## src/rtl/pipeline_hazard_ctrl.sv

```systemverilog
// pipeline_hazard_ctrl: stall/flush controller for the 5-stage pipeline
// (fetch, decode, execute, memory, writeback). It drives the PC enable and
// the enable/flush of the four pipeline latches FD, DE, EM and MW.
// It handles load-use bubbles (LU_BUBBLES deep), dcache and icache stalls,
// branch/jump redirects resolved in decode or execute, and a sticky halt.
// It also keeps a saturating count of stalled cycles.
module pipeline_hazard_ctrl #(
  parameter int REGW       = 5,
  parameter int LU_BUBBLES = 1,
  parameter int BR_STAGE   = 2,
  parameter int CNTW       = 32
) (
  input  logic            CLK,
  input  logic            RST,
  input  logic            ihit,
  input  logic            dhit,
  input  logic            dREN,
  input  logic            dWEN,
  input  logic            de_memread,
  input  logic [REGW-1:0] de_rd,
  input  logic [REGW-1:0] fd_rs,
  input  logic [REGW-1:0] fd_rt,
  input  logic            fd_uses_rs,
  input  logic            fd_uses_rt,
  input  logic            branch_taken,
  input  logic            jump,
  input  logic            halt_wb,
  output logic            pc_en,
  output logic [3:0]      lat_en,
  output logic [3:0]      lat_flush,
  output logic            halted,
  output logic [CNTW-1:0] stall_cycles
);

  // Width of the bubble down-counter; LU_BUBBLES is limited to 1..3.
  localparam int              LCW       = $clog2(LU_BUBBLES + 1);
  localparam logic [LCW-1:0]  LU_RELOAD = LCW'(LU_BUBBLES - 1);

  // Latch vectors, bit0=FD .. bit3=MW.
  localparam logic [3:0] EN_ALL    = 4'b1111;
  localparam logic [3:0] EN_HOLDFD = 4'b1110;
  localparam logic [3:0] FL_NONE   = 4'b0000;
  localparam logic [3:0] FL_FD     = 4'b0001;
  localparam logic [3:0] FL_DE     = 4'b0010;
  localparam logic [3:0] FL_FDDE   = 4'b0011;

  // Reject out-of-range configurations at elaboration.
  generate
    if (LU_BUBBLES < 1 || LU_BUBBLES > 3) begin : g_bad_lu
      $error("pipeline_hazard_ctrl: LU_BUBBLES must be 1..3");
    end
    if (BR_STAGE != 1 && BR_STAGE != 2) begin : g_bad_br
      $error("pipeline_hazard_ctrl: BR_STAGE must be 1 or 2");
    end
    if (CNTW < 1) begin : g_bad_cnt
      $error("pipeline_hazard_ctrl: CNTW must be at least 1");
    end
  endgenerate

  typedef enum logic [1:0] {
    RUN     = 2'd0,
    LUSTALL = 2'd1,
    HALTED  = 2'd2
  } state_t;

  state_t          r_state;
  state_t          w_state_nxt;
  logic [LCW-1:0]  r_lu_cnt;
  logic [LCW-1:0]  w_lu_cnt_nxt;
  logic            r_halted;
  logic [CNTW-1:0] r_stall_cnt;

  logic            w_mem_ok;
  logic            w_lu_hit;
  logic            w_br_late;
  logic            w_redirect_early;
  logic            w_pc_en;
  logic [3:0]      w_lat_en;
  logic [3:0]      w_lat_flush;

  // A data access in flight without a dcache hit freezes the whole pipe.
  assign w_mem_ok = ~(~dhit & (dREN | dWEN));

  // The load in execute writes a register that decode is about to read.
  // Register 0 never carries a dependency.
  assign w_lu_hit = de_memread & (de_rd != '0) &
                    ((fd_uses_rs & (fd_rs == de_rd)) |
                     (fd_uses_rt & (fd_rt == de_rd)));

  // Branches resolved in execute must also squash the decode-stage
  // instruction, and they outrank load-use. Branches resolved in decode
  // rank like jumps, below load-use.
  assign w_br_late        = (BR_STAGE == 2) & branch_taken;
  assign w_redirect_early = jump | ((BR_STAGE == 1) & branch_taken);

  // Next-state and latch control; all outputs stay low while in reset,
  // while halted, or while the data memory is stalling.
  always_comb begin
    w_state_nxt  = r_state;
    w_lu_cnt_nxt = r_lu_cnt;
    w_pc_en      = 1'b0;
    w_lat_en     = '0;
    w_lat_flush  = FL_NONE;
    if (!RST && (r_state != HALTED) && w_mem_ok) begin
      if (w_br_late) begin
        // Redirect from execute: drop FD and DE, cancel any bubble train.
        w_pc_en      = 1'b1;
        w_lat_en     = EN_ALL;
        w_lat_flush  = FL_FDDE;
        w_state_nxt  = RUN;
        w_lu_cnt_nxt = '0;
      end else if ((r_state == LUSTALL) || w_lu_hit) begin
        // Hold PC and FD, inject a bubble into DE, let the load advance.
        w_pc_en     = 1'b0;
        w_lat_en    = EN_HOLDFD;
        w_lat_flush = FL_DE;
        if (r_state == LUSTALL) begin
          w_lu_cnt_nxt = r_lu_cnt - LCW'(1);
          if (r_lu_cnt <= LCW'(1)) begin
            w_state_nxt = RUN;
          end
        end else if (LU_BUBBLES > 1) begin
          w_state_nxt  = LUSTALL;
          w_lu_cnt_nxt = LU_RELOAD;
        end
      end else begin
        w_pc_en  = 1'b1;
        w_lat_en = EN_ALL;
        if (w_redirect_early) begin
          // The fetched instruction is on the wrong path.
          w_lat_flush = FL_FD;
        end else if (!ihit) begin
          // No instruction yet: keep the PC and feed a bubble into FD.
          w_pc_en     = 1'b0;
          w_lat_flush = FL_FD;
        end
      end
      // Halt leaves writeback only once memory is quiet; it overrides all.
      if (halt_wb) begin
        w_state_nxt = HALTED;
      end
    end
  end

  // Controller state, bubble counter and halt flag.
  always_ff @(posedge CLK or posedge RST) begin
    if (RST) begin
      r_state  <= RUN;
      r_lu_cnt <= '0;
      r_halted <= 1'b0;
    end else begin
      r_state  <= w_state_nxt;
      r_lu_cnt <= w_lu_cnt_nxt;
      r_halted <= (w_state_nxt == HALTED);
    end
  end

  // Count cycles where the PC did not advance in a live core; saturate.
  always_ff @(posedge CLK or posedge RST) begin
    if (RST) begin
      r_stall_cnt <= '0;
    end else if ((r_state != HALTED) && !w_pc_en && (r_stall_cnt != '1)) begin
      r_stall_cnt <= r_stall_cnt + 1'b1;
    end
  end

  assign pc_en        = w_pc_en;
  assign lat_en       = w_lat_en;
  assign lat_flush    = w_lat_flush;
  assign halted       = r_halted;
  assign stall_cycles = r_stall_cnt;

endmodule

```

## config.mk

```make
export PLATFORM = sky130hd
export DESIGN_NAME = pipeline_hazard_ctrl
export DESIGN_NICKNAME = d
export VERILOG_FILES = /design/src/rtl/pipeline_hazard_ctrl.sv
export SDC_FILE = /design/constraint.sdc
export NUM_CORES = 1
export LEC_CHECK = 0
export BUFFER_PORTS_ARGS = -buffer_cell sky130_fd_sc_hd__buf_2
export CELL_PAD_IN_SITES_DETAIL_PLACEMENT = 1
export CELL_PAD_IN_SITES_GLOBAL_PLACEMENT = 1
export CORE_MARGIN = 3
export CORE_UTILIZATION = 41
export DETAILED_ROUTE_END_ITERATION = 6
export PLACE_DENSITY_LB_ADDON = 0.1
export SLEW_MARGIN = 0
export SYNTH_ARGS = -nofsm -noshare
export SYNTH_HDL_FRONTEND = slang
export SYNTH_SLANG_ARGS = --single-unit
```

## constraint.sdc

```tcl
create_clock -name CLK -period 7.8 [get_ports CLK]
set_clock_uncertainty 0.2 [all_clocks]
set_input_delay 2.34 -clock CLK [delete_from_list [all_inputs] [get_ports CLK]]
set_output_delay 2.34 -clock CLK [all_outputs]
set_load 0.1 [all_outputs]
```

==> report_table.html <==
<table>
<tr><th>Metric</th><th>Value</th></tr>
<tr><th colspan="2">Run status</th></tr>
<tr><td>Status</td><td>finished clean</td></tr>
<tr><th colspan="2">Clocking</th></tr>
<tr><td>Number of buffers added to fix hold violations after cts</td><td>0</td></tr>
<tr><td>TritonCTS clock tree</td><td>built</td></tr>
<tr><td>Post CTS Setup Buffer Count</td><td>0</td></tr>
<tr><td>Clock latency on the worst-skew pair</td><td>300 ps</td></tr>
<tr><td>Clock transition at the registers of the reported paths</td><td>80 ps</td></tr>
<tr><td>TritonCTS buffer count</td><td>5</td></tr>
<tr><td>Clk sinks</td><td>35</td></tr>
<tr><td>Clock tree root driver cell</td><td>clkbuf_8</td></tr>
<tr><td>CTS H-tree depth</td><td>2</td></tr>
<tr><td>Max clock buf depth</td><td>2</td></tr>
<tr><td>Post-cts gate resize count</td><td>0</td></tr>
<tr><th colspan="2">Synthesis</th></tr>
<tr><td>Portion of the post-synthesis area used by sequential elements</td><td>0.405</td></tr>
<tr><td>Syn. warnings</td><td>0</td></tr>
<tr><td>Synthesized area divided by synthesized cell count</td><td>10.0 µm²</td></tr>
<tr><td>Commonest cells in the netlist</td><td>dfrtp_1 (35), xor2_1 (28), nor2_1 (17)</td></tr>
<tr><td>Post-synth top flop</td><td>dfrtp_1</td></tr>
<tr><td>Unique masters post-synth</td><td>44</td></tr>
<tr><td>Number of enable flip-flop cells after synthesis</td><td>0</td></tr>
<tr><td>Top-area cell type share of the netlist area</td><td>0.405</td></tr>
<tr><td>Most frequent cell after synthesis</td><td>dfrtp_1</td></tr>
<tr><td>Cell types with the largest area share after synthesis</td><td>dfrtp_1 (41%), xor2_1 (11%), xnor2_1 (5.3%)</td></tr>
<tr><td>Cell Area, Synth</td><td>~2200 µm²</td></tr>
<tr><td>Number of instances in the synthesized netlist</td><td>216</td></tr>
<tr><td>Async set or reset register ratio after synthesis</td><td>1.00</td></tr>
<tr><td>Cell taking the most area after synthesis</td><td>dfrtp_1</td></tr>
<tr><td>Total of flip-flops plus latches after synthesis</td><td>35</td></tr>
<tr><th colspan="2">Floorplanning</th></tr>
<tr><td>Total core area</td><td>4910 µm²</td></tr>
<tr><td>Floorplan row count</td><td>25</td></tr>
<tr><td>Die X</td><td>78.6 µm</td></tr>
<tr><td># IOs</td><td>69</td></tr>
<tr><td>Die Height</td><td>78.6 µm</td></tr>
<tr><td>Effective utilization at floorplan</td><td>0.440</td></tr>
<tr><td>Die footprint</td><td>6180 µm²</td></tr>
<tr><th colspan="2">Power</th></tr>
<tr><td>Cell leakage power</td><td>between 1 and 1.5 nW</td></tr>
<tr><td>Share of total power in the clock network</td><td>0.127</td></tr>
<tr><td>Switching share of power</td><td>0.627</td></tr>
<tr><td>Logic gate share of total power</td><td>0.599</td></tr>
<tr><td>Internal</td><td>0.408 mW</td></tr>
<tr><td>PD cells</td><td>422 nW/µm²</td></tr>
<tr><td>Power consumption</td><td>1.09 mW</td></tr>
<tr><td>Switching Power</td><td>0.686 mW</td></tr>
<tr><td>Sequential fraction of design power</td><td>0.274</td></tr>
<tr><td>Maximum VDD drop</td><td>0.439 mV</td></tr>
<tr><th colspan="2">Setup path</th></tr>
<tr><td>Worst setup path startpoint</td><td>de_rd[1]</td></tr>
<tr><td>Critical path type</td><td>in2out</td></tr>
<tr><td>CP endpoint kind</td><td>output port</td></tr>
<tr><td>Minimum setup slack among reg-to-reg paths</td><td>4860 ps</td></tr>
<tr><td>R2R Path End</td><td>stall_cycles[1]$_DFFE_PP0P_</td></tr>
<tr><td>Reg2reg path depth</td><td>7</td></tr>
<tr><td>Launching element type of the critical path</td><td>input port</td></tr>
<tr><td>FF-to-FF Start</td><td>stall_cycles[0]$_DFFE_PP0P_</td></tr>
<tr><td>Maximum fanout count along the critical path</td><td>5</td></tr>
<tr><td>Req. time, crit path</td><td>roughly 5300 ps</td></tr>
<tr><td>Arrival time reported for the critical path endpoint</td><td>4120 ps</td></tr>
<tr><td>Capturing instance or port of the critical path</td><td>lat_flush[0]</td></tr>
<tr><th colspan="2">Flow run</th></tr>
<tr><td>Number of violations of the max-capacitance limit</td><td>0</td></tr>
<tr><th colspan="2">Final layout</th></tr>
<tr><td>Filler Cell Count</td><td>581</td></tr>
<tr><td>Proportion of layout cells with a drive suffix above 1</td><td>0.359</td></tr>
<tr><td>Finished Core Util</td><td>0.528</td></tr>
<tr><td>Area Overhead vs Synth</td><td>20.0%</td></tr>
<tr><td>Net count of the finished layout</td><td>308</td></tr>
<tr><td>Fin area</td><td>approximately 2600 µm²</td></tr>
<tr><td>Diode insertion count for antenna repair</td><td>0</td></tr>
<tr><th colspan="2">Route</th></tr>
<tr><td>Detailed Route Iter0 Violations</td><td>between 50 and 60</td></tr>
<tr><td>Count of nets left with antenna violations after detail routing</td><td>0</td></tr>
<tr><td>Number of iterations in the first detailed-routing pass</td><td>4</td></tr>
<tr><td>Wire per inst</td><td>14.5 µm</td></tr>
<tr><td>Total wire length</td><td>around 5000 µm</td></tr>
<tr><td>Post-DR vias/cell</td><td>5.22</td></tr>
<tr><td>Number of DRC violations after detailed routing</td><td>0</td></tr>
<tr><td>Via count</td><td>1,816</td></tr>
<tr><th colspan="2">STA</th></tr>
<tr><td>Number of endpoints failing setup at the final stage</td><td>0</td></tr>
<tr><td>Transition at the pin with the smallest max-transition slack</td><td>~1100 ps</td></tr>
<tr><td>Setup repair after global routing missed its margin</td><td>no</td></tr>
<tr><td>Worst setup margin</td><td>1140 ps</td></tr>
<tr><td>Worst slew margin</td><td>0.254</td></tr>
<tr><td>Final worst-path cycle share</td><td>0.854</td></tr>
<tr><td>Final max-slew violation count</td><td>0</td></tr>
<tr><td>Shortest period the worst path allows</td><td>6660 ps</td></tr>
<tr><td>Highest Clock Rate</td><td>150 MHz</td></tr>
<tr><td>Total negative setup slack</td><td>0 ps</td></tr>
<tr><td>Count of endpoints failing hold in the final timing report</td><td>0</td></tr>
<tr><th colspan="2">GRT</th></tr>
<tr><td>Number of antenna violations at the first check in global routing</td><td>0</td></tr>
<tr><td>Total track usage</td><td>0.184</td></tr>
<tr><td>Pin count of the biggest net entering global routing</td><td>36</td></tr>
<tr><td>Vias in the first global route</td><td>1,889</td></tr>
<tr><td>Congestion Overflow GR</td><td>0</td></tr>
<tr><td>Wire length of the first global-routing pass</td><td>9080 µm</td></tr>
<tr><th colspan="2">Placement</th></tr>
<tr><td>Standard cell area after detailed placement</td><td>2500 µm²</td></tr>
<tr><td>Minimum setup slack after placement</td><td>1120 ps</td></tr>
<tr><td>Placer Congestion</td><td>between 0.8 and 0.9</td></tr>
<tr><td>IO Port Bufs</td><td>66</td></tr>
<tr><td>DP HPWL</td><td>3810 µm</td></tr>
<tr><th colspan="2">Worst hold path</th></tr>
<tr><td>Startpoint of the tightest hold check path</td><td>stall_cycles[17]$_DFFE_PP0P_</td></tr>
<tr><td>Worst hold path type</td><td>reg2reg</td></tr>
</table>
[sequential cells by signal, summed over array words and instances (netlist names)]
signal,count
stall_cycles,32
halted,1
r_state,2
[how the worst min path moves through the flow]
| stage | to | slack [ps] | cells after the start |
|---|---|---|---|
| floorplan | r_state[1]$_DFF_PP0_ | 320 | 1 |
| global placement | stall_cycles[30]$_DFFE_PP0P_ | 270 | 1 |
| detailed placement | stall_cycles[17]$_DFFE_PP0P_ | 280 | 1 |
| CTS | stall_cycles[17]$_DFFE_PP0P_ | 300 | 1 |
| global route | stall_cycles[17]$_DFFE_PP0P_ | 320 | 1 |
| finish | stall_cycles[17]$_DFFE_PP0P_ | 290 | 1 |
[power groups by stage]
stage | clock, mW | sequential (mW) | combinational (mW)
2_1_floorplan | 0 | 0.642 | 0.221
3_3_place_gp | 0 | 0.302 | 0.650
3_5_place_dp | 0 | 0.302 | 0.660
4_1_cts | 0.145 | 0.300 | 0.660
5_1_grt | 0.156 | 0.312 | 0.686
6_report | 0.139 | 0.300 | 0.655
[metal layers]
layer  part of all wire  up-vias  GRT usage
met5                  0        -          0
li1                   -      875          -
met4              0.012        0     0.0629
met1               0.47      890      0.248
met2               0.46       46      0.289
met3              0.053        5     0.0436
[cells in the final DEF (no fill, tap or decap), types with 3 or more instances in the layout]
master / synthesis / final
o21a_1: 3 / 3
nor3_2: 3 / 3
nand3_1: 16 / 16
clkbuf_8: 0 / 5
nand2_1: 13 / 13
buf_2: 2 / 66
nor2_1: 17 / 17
xor2_1: 28 / 28
xnor2_1: 13 / 13
and3_1: 4 / 4
nor4_2: 7 / 7
and2_1: 3 / 3
o21ai_0: 3 / 3
dfrtp_1: 35 / 35
nor3_1: 16 / 16
nand4_1: 7 / 7
inv_1: 6 / 6
[metrics by stage]
stage                     hold WS, ps  cells
after floorplan                   319    217
after global placement            274    340
after global routing              316    348
after detailed placement          282    340
final                             294    348
after CTS                         297    348
[worst max-delay path, stage by stage]
cell and delay, ps:
buf_2 120, or4_1 540, o21ai_2 150, and2b_1 240, nor3_1 200, o21a_1 120, buf_2 410
[cells by family after synthesis]
group | synth area share
AOI/OAI and AO/OA | 0.0509
xor gates and xnor gates | 0.166
adders and majority gates | 0.00579
buffers and inverters | 0.0498
DFF | 0.405
muxes | 0.00694
other | 0.00173
and+or+nand+nor | 0.314
[cell type report]
cell class / count / area [µm²] / area share
multi-input cells: 165 / 1180 / 0.456
flip-flops and latches: 35 / 876 / 0.338
repair buffers: 67 / 338 / 0.130
well taps: 67 / 83.8 / 0.0323
clock buffers: 5 / 68.8 / 0.0265
clock inverters: 3 / 23.8 / 0.00916
inverters: 6 / 22.5 / 0.00868
Power figures use the tool's default switching activity.
